File: src/rtl/sdlc_rx_deframer.sv
// SDLC receive deframer: samples the rx_clk/rx_data line pair, hunts for 0x7E
// flags, removes inserted zeros, detects aborts and assembles LSB-first 16-bit
// words with frame start/end status for the receive FIFO.
// Optional build macro: SDLC_RX_NRZI_EN (NRZI line decoding ahead of the
// ones counter).
module sdlc_rx_deframer #(
  parameter int unsigned SYNC_STAGES = 2,
  parameter int unsigned MIN_BYTES   = 4,
  parameter int unsigned MAX_BYTES   = 256,
  localparam int unsigned CW         = $clog2(MAX_BYTES + 1)
) (
  input  logic          clk,
  input  logic          reset_n,
  input  logic          rx_clk,
  input  logic          rx_data,
  input  logic          enable,
  input  logic          word_full,
  output logic [15:0]   word_data,
  output logic          word_valid,
  output logic          word_odd,
  output logic          frame_start,
  output logic          frame_end,
  output logic          frame_err,
  output logic [CW-1:0] byte_count,
  output logic          abort,
  output logic          overrun,
  output logic          in_frame
);

  localparam logic [CW-1:0] MIN_B  = CW'(MIN_BYTES);
  localparam logic [CW-1:0] MAX_B  = CW'(MAX_BYTES);
  localparam logic [CW-1:0] MAX_P1 = CW'(MAX_BYTES + 1);

  typedef enum logic [1:0] {HUNT, SYNC, FRAME} state_t;

  state_t                 state, state_n;
  logic [SYNC_STAGES-1:0] clk_sync, data_sync;
  logic                   clk_prev;
  logic                   clk_s, data_s, bit_event, line_bit;
  logic [2:0]             ones, ones_n;
  logic [6:0]             dly, dly_n;
  logic [2:0]             dly_cnt, dly_cnt_n;
  logic [15:0]            shreg, shreg_n;
  logic [3:0]             bit_cnt, bit_cnt_n;
  logic [CW-1:0]          byte_cnt_n;
  logic [15:0]            word_data_n;
  logic                   word_valid_n, word_odd_n, frame_start_n, frame_end_n;
  logic                   frame_err_n, abort_n, overrun_n, in_frame_n;
  logic                   hit7, flag, stuff, dbit, exit_v, exit_bit;

  // Synchronise the line clock and data, remember the previous line clock level
  always_ff @(posedge clk or negedge reset_n) begin
    if (!reset_n) begin
      clk_sync  <= '0;
      data_sync <= '0;
      clk_prev  <= 1'b0;
    end else begin
      clk_sync  <= {clk_sync[SYNC_STAGES-2:0], rx_clk};
      data_sync <= {data_sync[SYNC_STAGES-2:0], rx_data};
      clk_prev  <= clk_s;
    end
  end

  assign clk_s     = clk_sync[SYNC_STAGES-1];
  assign data_s    = data_sync[SYNC_STAGES-1];
  assign bit_event = clk_s & ~clk_prev;

`ifdef SDLC_RX_NRZI_EN
  logic nrzi_prev;

  // NRZI reference level, tracked on every bit event regardless of enable
  always_ff @(posedge clk or negedge reset_n) begin
    if (!reset_n) nrzi_prev <= 1'b1;
    else if (bit_event) nrzi_prev <= data_s;
  end

  assign line_bit = (data_s == nrzi_prev);
`else
  assign line_bit = data_s;
`endif

  // Bit classification from the ones run preceding this bit
  assign hit7     = bit_event &  line_bit & (ones == 3'd6);
  assign flag     = bit_event & ~line_bit & (ones == 3'd6);
  assign stuff    = bit_event & ~line_bit & (ones == 3'd5);
  assign dbit     = bit_event & ~hit7 & ~flag & ~stuff;
  assign exit_v   = dbit & (dly_cnt == 3'd7);
  assign exit_bit = dly[6];

  // Registered state, datapath and outputs
  always_ff @(posedge clk or negedge reset_n) begin
    if (!reset_n) begin
      state       <= HUNT;
      ones        <= '0;
      dly         <= '0;
      dly_cnt     <= '0;
      shreg       <= '0;
      bit_cnt     <= '0;
      byte_count  <= '0;
      word_data   <= '0;
      word_valid  <= 1'b0;
      word_odd    <= 1'b0;
      frame_start <= 1'b0;
      frame_end   <= 1'b0;
      frame_err   <= 1'b0;
      abort       <= 1'b0;
      overrun     <= 1'b0;
      in_frame    <= 1'b0;
    end else begin
      state       <= state_n;
      ones        <= ones_n;
      dly         <= dly_n;
      dly_cnt     <= dly_cnt_n;
      shreg       <= shreg_n;
      bit_cnt     <= bit_cnt_n;
      byte_count  <= byte_cnt_n;
      word_data   <= word_data_n;
      word_valid  <= word_valid_n;
      word_odd    <= word_odd_n;
      frame_start <= frame_start_n;
      frame_end   <= frame_end_n;
      frame_err   <= frame_err_n;
      abort       <= abort_n;
      overrun     <= overrun_n;
      in_frame    <= in_frame_n;
    end
  end

  // Next-state: ones counter, delay line, frame FSM and word assembly
  always_comb begin
    state_n       = state;
    ones_n        = ones;
    dly_n         = dly;
    dly_cnt_n     = dly_cnt;
    shreg_n       = shreg;
    bit_cnt_n     = bit_cnt;
    byte_cnt_n    = byte_count;
    word_data_n   = word_data;
    word_valid_n  = 1'b0;
    word_odd_n    = 1'b0;
    frame_start_n = 1'b0;
    frame_end_n   = 1'b0;
    frame_err_n   = 1'b0;
    abort_n       = 1'b0;
    overrun_n     = overrun | (word_valid & word_full);
    in_frame_n    = 1'b0;

    if (bit_event) begin
      if (line_bit) ones_n = (ones == 3'd7) ? 3'd7 : ones + 3'd1;
      else          ones_n = 3'd0;
    end

    // The flag's own 0 and six 1s sit in the delay line and are dropped here
    if (flag || hit7) begin
      dly_cnt_n = 3'd0;
    end else if (dbit) begin
      dly_n = {dly[5:0], line_bit};
      if (dly_cnt != 3'd7) dly_cnt_n = dly_cnt + 3'd1;
    end

    case (state)
      HUNT: begin
        if (flag) state_n = SYNC;
      end
      SYNC: begin
        if (hit7) begin
          state_n = HUNT;
        end else if (exit_v) begin
          state_n       = FRAME;
          frame_start_n = 1'b1;
          overrun_n     = 1'b0;
          shreg_n       = {exit_bit, 15'd0};
          bit_cnt_n     = 4'd1;
          byte_cnt_n    = '0;
        end
      end
      FRAME: begin
        if (hit7) begin
          state_n = HUNT;
          abort_n = 1'b1;
        end else if (flag) begin
          state_n     = SYNC;
          frame_end_n = 1'b1;
          bit_cnt_n   = 4'd0;
          frame_err_n = !((bit_cnt == 4'd0) || (bit_cnt == 4'd8)) ||
                        (byte_count < MIN_B) || (byte_count > MAX_B) ||
                        overrun || (word_valid & word_full);
          if ((bit_cnt == 4'd8) && (byte_count <= MAX_B)) begin
            word_valid_n = 1'b1;
            word_odd_n   = 1'b1;
            word_data_n  = {8'h00, shreg[15:8]};
          end
        end else if (exit_v) begin
          shreg_n   = {exit_bit, shreg[15:1]};
          bit_cnt_n = bit_cnt + 4'd1;
          if ((bit_cnt[2:0] == 3'd7) && (byte_count != MAX_P1))
            byte_cnt_n = byte_count + CW'(1);
          if ((bit_cnt == 4'd15) && (byte_cnt_n <= MAX_B)) begin
            word_valid_n = 1'b1;
            word_data_n  = shreg_n;
          end
        end
      end
      default: state_n = HUNT;
    endcase

    // Receiver disabled: drop everything silently
    if (!enable) begin
      state_n       = HUNT;
      ones_n        = 3'd0;
      dly_n         = '0;
      dly_cnt_n     = 3'd0;
      shreg_n       = '0;
      bit_cnt_n     = 4'd0;
      byte_cnt_n    = '0;
      overrun_n     = 1'b0;
      word_valid_n  = 1'b0;
      word_odd_n    = 1'b0;
      frame_start_n = 1'b0;
      frame_end_n   = 1'b0;
      frame_err_n   = 1'b0;
      abort_n       = 1'b0;
    end

    in_frame_n = (state_n == FRAME);
  end

endmodule

File: config.mk
export PLATFORM = sky130hd
export DESIGN_NAME = sdlc_rx_deframer
export DESIGN_NICKNAME = d
export VERILOG_FILES = /design/src/rtl/sdlc_rx_deframer.sv
export SDC_FILE = /design/constraint.sdc
export NUM_CORES = 1
export LEC_CHECK = 0
export CAP_MARGIN = 20
export CORE_MARGIN = 4
export CORE_UTILIZATION = 30
export CTS_BUF_LIST = sky130_fd_sc_hd__clkbuf_4
export CTS_CLUSTER_SIZE = 10
export DETAILED_ROUTE_END_ITERATION = 8
export PLACE_DENSITY_LB_ADDON = 0.08
export SKIP_CTS_REPAIR_TIMING = 1
export SLEW_MARGIN = 20
export SYNTH_ARGS = -nofsm -noshare
export SYNTH_HDL_FRONTEND = slang
export SYNTH_SLANG_ARGS = --single-unit
export TNS_END_PERCENT = 1
File: constraint.sdc
create_clock -name clk -period 2.6 [get_ports clk]
set_clock_uncertainty 0.05 [all_clocks]
set_input_delay 0.39 -clock clk [delete_from_list [all_inputs] [get_ports clk]]
set_output_delay 0.39 -clock clk [all_outputs]
set_load 0.01 [all_outputs]
==> results.md, run 1 <==
- Status: completed
- IO Port Bufs: 38
- CTS Sinks: 72
- Max-slew violations: 0
- Mapped Area: 3500 um^2
- Leakage power: 1.88 nW
- Ys flop type: dfrtp_1
- Worst slack at placement: -0.0557 ns
- Largest family of logic cells by synthesized area: simple AND/OR/NAND/NOR gates
- EDFF count, synth: 0
- CP cell instances: ha_1 -> ha_1 -> and4_1 -> or4_1 -> o21ai_2 -> nand4_4 -> a21oi_4 -> buf_12 -> mux2_2
- Core area: 11400 um^2
- Avg Vias per Cell: 4.79
- Initial antenna violation count: 0
- Stages on worst setup path: 9
- Synth Register Bits: 72
- Final period util: 0.946
- Multiplexer share of the synthesized area: 0.0311
- Buf/Inv on CP: 1
- Crit path max fanout: 10
- DR DRC count: 0
- Largest net degree at the start of global routing: 73
- Critical Path RT: 2.86 ns
- H-Tree Depth: 3
- Root Buffer: clkbuf_4
- TNS Setup: 0 ns
- GPL Wtd Cong: 0.767
- Largest cells by area after synthesis: dfrtp_1 (51%), nand2_1 (9.6%), o21ai_0 (4.9%)
- Final Hold Viols: 0
- Arrival @ worst endpoint: 2.72 ns
- Post-synth top area share: 0.514
- WL/cell: 14.8 um
- Die width: 116 um
- Max Clk Rate: 407 MHz
- Peak supply drop: 0.000202 V
- Worst Reg2Reg Path Length in Cells: 9
- Post-synthesis cell type count: 50
- Sequential share of the synthesized area: 0.514
- Die Span Y: 116 um
- Overall power: 1.97 mW
- Multi-input gate area: 1550 um^2
- FFs w/ async S/R, synth: 1.00
- # nets final: 443
- Most frequent CP cell: ha_1
- Via Count: 2755
- Post-layout min period: 2.46 ns
- Diodes inserted: 0
- Cell taking the most area after synthesis: dfrtp_1
- Setup WS post-layout: 0.142 ns
- Clk Latency, worst-skew pair: 0.42 ns
- CTS Buf Count: 9
- Gr usage total: 0.137
- Hold Slack: 0.0356 ns
- Max cap viols: 0
- Setup crit start kind: register
- Detailed Place HPWL: 5.93 mm
- Worst reg-to-reg setup slack: 0.14 ns
- Post-layout util: 0.380
- RSZ-0062 raised after global routing: no
- Most frequent cell after synthesis: nand2_1
- Layout area overhead: 23.9%
- Crit path kind: reg -> reg
- Mapped Nets: 387
- Most frequent cells after synthesis: nand2_1 (90), dfrtp_1 (72), o21ai_0 (34)
- PwrDens: 453 nW/um^2
- Final setup viols: 0
- Num rows: 39
- Post-Synth Adder-Cell Area: 0.0357
- R2R Path Start: bit_cnt[1]
- Die Area: 13500 um^2
- Post-synthesis compound-gate area fraction: 0.155
- Avg Cell Area, Syn: 9.45 um^2
- Synth Area in XOR/XNOR: 0.0100
- Drt first pass iters: 4
- Cell family with most CP delay: simple AND/OR/NAND/NOR gates
- Worst-Margin Slew: 0.926 ns
- TritonCTS clock tree: yes
- Max-slew headroom: 0.382
- Slowest cell on the critical path: dfrtp_1
- Layout fillers: 1190
- I/O pins: 39
- Simple-Gate Fraction of Synth Area: 0.207
- Syn Inst Count: 371
- Clock-pin slew on the worst setup and hold paths: 0.13 ns
- Post-Route WL: 8.50 mm
- DRT antenna net count: 0
- Critical Path Max Stage Delay: 0.42 ns
- Share of cells above drive strength 1: 0.146
- Grt total ovfl: 0
- Starting density of the core: 0.307
- Crit end category: register
- Clk buf depth: 2
- Hold crit path type: in -> async
- Vias in the first global route: 2704
- Reg-to-reg endpoint: word_data[2]
- Yosys Warn Count: 0
- First-pass GRT wire length: 14.2 mm
- FF+latch area: 1800 um^2
- Initial DRC count: 142
- Critical Path Start: bit_cnt[1]
[worst register-to-register path: stages, from the launching register on]
cell,delay (ns)
dfrtp_1,0.42
ha_1,0.22
ha_1,0.20
and4_1,0.18
or4_1,0.42
o21ai_2,0.10
nand4_4,0.12
a21oi_4,0.17
buf_12,0.15
mux2_2,0.34
[metrics by stage]
stage	instances	area, um^2
CTS	574	4320
floorplan	371	3500
detailed placement	558	4170
global route	575	4340
finish	575	4340
global placement	558	4170
[sequential cells by signal, indices dropped and copies added, names as in the netlist, 3 cells and up]
name and cells:
word_data 16, shreg 15, byte_count 9, dly 7
bit_cnt 4, dly_cnt 3, ones 3
[routing by layer]
metal  global-route usage  vias to the layer above  wire (um)
met4               0.0596                        0        162
met5                    0                        -          0
met3               0.0235                       11        258
met1                0.198                     1316       4260
met2                0.203                       45       3820
li1                     -                     1383          -
[layout make-up]
class                      instances  area share
clock buffer                       9      0.0156
timing repair buffer              63       0.136
multi-input combinational        262       0.357
clock inverter                     7      0.0184
inverter                          19      0.0164
tap                              143      0.0412
sequential                        72       0.415
[power by group]
group	switching, mW	internal [mW]	leakage, nW
Combinational	0.0519	0.0217	0.811
Sequential	0.00721	1.13	0.993
Clock	0.454	0.304	0.0784
[worst max-delay path by stage]
stage,end,slack [ns]
final,word_data[2],0.14
after global routing,word_data[2],0.02
after CTS,word_data[2],-0.08
after detailed placement,word_data[6],-0.06
after global placement,word_data[2],0.007
after floorplan,word_data[7],0.006
[layout by cell type, fill, tap and decap left out, types with 2 or more instances in the layout]
cell type,n
buf_4,24
clkbuf_4,9
o2bb2ai_1,8
nand4_1,5
nor2b_1,4
nor3_1,5
nand3_1,16
mux2_2,7
a31oi_1,3
nor2_1,16
clkdlybuf4s50_1,37
and2_1,2
and3_1,4
xnor2_1,4
nand2b_1,2
buf_12,2
o21ai_0,33
o31ai_1,4
a21o_1,3
a41oi_2,2
ha_1,10
dfrtp_1,72
mux2_4,2
inv_1,19
a21oi_1,18
nand2_1,90
clkinv_4,2
[logic make-up (layout without fill, tap and decap cells)]
logic type               count (synthesis)  after routing
AND/OR/NAND/NOR                        155            155
AO/OA/AOI/OAI                           84             84
flip-flops                              72             72
buffers and inverters                   37             98
adder cells (fa/ha/maj)                 10             10
multiplexers                             9              9
XOR/XNOR                                 4              4
Note: power is estimated with default switching activity, not from simulation.
==> run 2, diff against run 1 <==
Settings changed: DONT_BUFFER_PORTS set to 1.
==> results.md, run 2 (synthesized netlist as in run 1, its figures left out) <==
- Final setup viols: 0 (unchanged)
- P_sw: 467 uW (was 514 uW)
- GPL Wtd Cong: 0.755 (was 0.767)
- Share of cells above drive strength 1: 0.164 (was 0.146)
- Die Span Y: 116 um (unchanged)
- Vias in the first global route: 2691 (was 2704)
- TNS Setup: 0 ns (unchanged)
- CTS Sinks: 72 (unchanged)
- Crit path max fanout: 8 (was 10)
- Internal power: 1.44 mW (was 1.45 mW)
- Grt total ovfl: 0 (unchanged)
- WL/cell: 16.2 um (was 14.8 um)
- Post-Route WL: 8.82 mm (was 8.50 mm)
- Leakage power: 1.81 nW (was 1.88 nW)
- Max reg flops: 16 (unchanged)
- Root Buffer: clkbuf_4 (unchanged)
- DR DRC count: 0 (unchanged)
- Num rows: 39 (unchanged)
- Layout fillers: 1194 (was 1190)
- Max-slew headroom: 0.664 (was 0.382)
- Largest net degree at the start of global routing: 73 (unchanged)
- Gr usage total: 0.142 (was 0.137)
- Initial DRC count: 135 (was 142)
- Crit path kind: reg -> reg (unchanged)
- Status: completed (unchanged)
- Final Hold Viols: 0 (unchanged)
- Setup crit start kind: register (unchanged)
- Buf/Inv on CP: 1 (unchanged)
- Largest registers: word_data (16), shreg (15), byte_count (9) (unchanged)
- CP cell instances: ha_1 -> ha_1 -> and4_1 -> or4_1 -> o21ai_2 -> nand4_4 -> a21oi_4 -> buf_12 -> mux2_2 (unchanged)
- # nets final: 415 (was 443)
- Power share of the sequential group: 0.594 (was 0.577)
- Cell family with most CP delay: simple AND/OR/NAND/NOR gates (unchanged)
- Post-layout min period: 2.46 ns (about the same)
- Worst-Margin Slew: 0.503 ns (was 0.926 ns)
- Most frequent cells in the layout: nand2_1 (90), dfrtp_1 (72), o21ai_0 (33), buf_4 (28), inv_1 (19) (was nand2_1 (90), dfrtp_1 (72), clkdlybuf4s50_1 (37), o21ai_0 (33), buf_4 (24))
- Hold Slack: 0.0435 ns (was 0.0356 ns)
- Most frequent CP cell: ha_1 (unchanged)
- Most common cell after layout, fill and taps aside: nand2_1 (unchanged)
- IO Port Bufs: 0 (was 38)
- Initial antenna violation count: 0 (unchanged)
- Clk buf depth: 2 (unchanged)
- I/O pins: 39 (unchanged)
- Starting density of the core: 0.307 (unchanged)
- Core area: 11400 um^2 (unchanged)
- Clk Latency, worst-skew pair: 0.43 ns (was 0.42 ns)
- Avg Vias per Cell: 4.99 (was 4.79)
- Peak supply drop: 0.000188 V (was 0.000202 V)
- CTS Buf Count: 9 (unchanged)
- Clock power frac: 0.367 (was 0.386)
- First-pass GRT wire length: 14.4 mm (was 14.2 mm)
- Clock-pin slew on the worst setup and hold paths: 0.12 ns (was 0.13 ns)
- Via Count: 2722 (was 2755)
- Final period util: 0.945 (was 0.946)
- TritonCTS clock tree: yes (unchanged)
- Max-slew violations: 0 (unchanged)
- Combinational share of power: 0.039 (was 0.037)
- Max Clk Rate: 407 MHz (about the same)
- Crit end category: register (unchanged)
- Switching power share of the total: 0.245 (was 0.261)
- Drt first pass iters: 4 (unchanged)
- DRT antenna net count: 0 (unchanged)
- Hold crit path type: in -> reg (was in -> async)
- Layout area overhead: 15.9% (was 23.9%)
- PwrDens: 470 nW/um^2 (was 453 nW/um^2)
- Critical Path RT: 2.88 ns (was 2.86 ns)
- H-Tree Depth: 3 (unchanged)
- RSZ-0062 raised after global routing: no (unchanged)
- Worst reg-to-reg setup slack: 0.14 ns (about the same)
- Slowest cell on the critical path: dfrtp_1 (unchanged)
- Max cap viols: 0 (unchanged)
- Largest register by flop count: word_data (unchanged)
- Die Area: 13500 um^2 (unchanged)
- Die width: 116 um (unchanged)
- Detailed Place HPWL: 5.97 mm (was 5.93 mm)
- Critical Path Max Stage Delay: 0.42 ns (about the same)
- Diodes inserted: 0 (unchanged)
- Arrival @ worst endpoint: 2.73 ns (was 2.72 ns)
## run 2: path summary, 6_finish.rpt
path,start,endpoint,cells after the start
hold reg to reg,clk_sync[0],clk_sync[1],0
setup / recovery,bit_cnt[1],word_data[4],9
hold / removal,enable,bit_cnt[0],2
max in group asynchronous,reset_n,byte_count[4],2
min in group asynchronous,reset_n,byte_count[1],2
setup reg to reg,bit_cnt[1],word_data[4],9
## run 2: power groups by stage
stage               sequential [mW]  combinational (mW)  clock [mW]
finish                         1.13              0.0746       0.700
global route                   1.13              0.0865       0.791
CTS                            1.13              0.0431       0.747
detailed placement             1.15              0.0428           0
global placement               1.15              0.0427           0
floorplan                      1.15              0.0327           0
## run 2: final cells by class
type / count / area (um^2) / area share
Multi-Input combinational cell: 262 / 1560 / 0.385
Timing Repair Buffer: 35 / 323 / 0.0795
Sequential cell: 72 / 1800 / 0.444
Inverter: 19 / 71.3 / 0.0176
Clock inverter: 4 / 47.5 / 0.0117
Tap cell: 143 / 179 / 0.0441
Clock buffer: 10 / 75.1 / 0.0185
## run 2: stage by stage
stage | instance area (um^2) | power, mW | worst slack [ns] | instances | utilization
global placement | 3810 | 1.20 | 0.0746 | 522 | 0.333
detailed placement | 3810 | 1.20 | 0.0310 | 522 | 0.333
global route | 4060 | 2.01 | 0.0132 | 545 | 0.356
CTS | 3930 | 1.92 | 0.00643 | 536 | 0.344
floorplan | 3500 | 1.19 | 0.00551 | 371 | -
finish | 4060 | 1.91 | 0.143 | 545 | 0.356
## run 2: layer usage
layer | GRT usage | up-vias | wire [um]
li1 | - | 1334 | -
met1 | 0.198 | 1327 | 4360
met2 | 0.206 | 49 | 3950
met4 | 0.0673 | 0 | 186
met5 | 0 | - | 0
met3 | 0.0329 | 12 | 321
## run 2: worst register-to-register path: stages (launching register included)
cell	delay, ns
dfrtp_1	0.42
ha_1	0.21
ha_1	0.19
and4_1	0.18
or4_1	0.41
o21ai_2	0.10
nand4_4	0.12
a21oi_4	0.19
buf_12	0.15
mux2_2	0.33
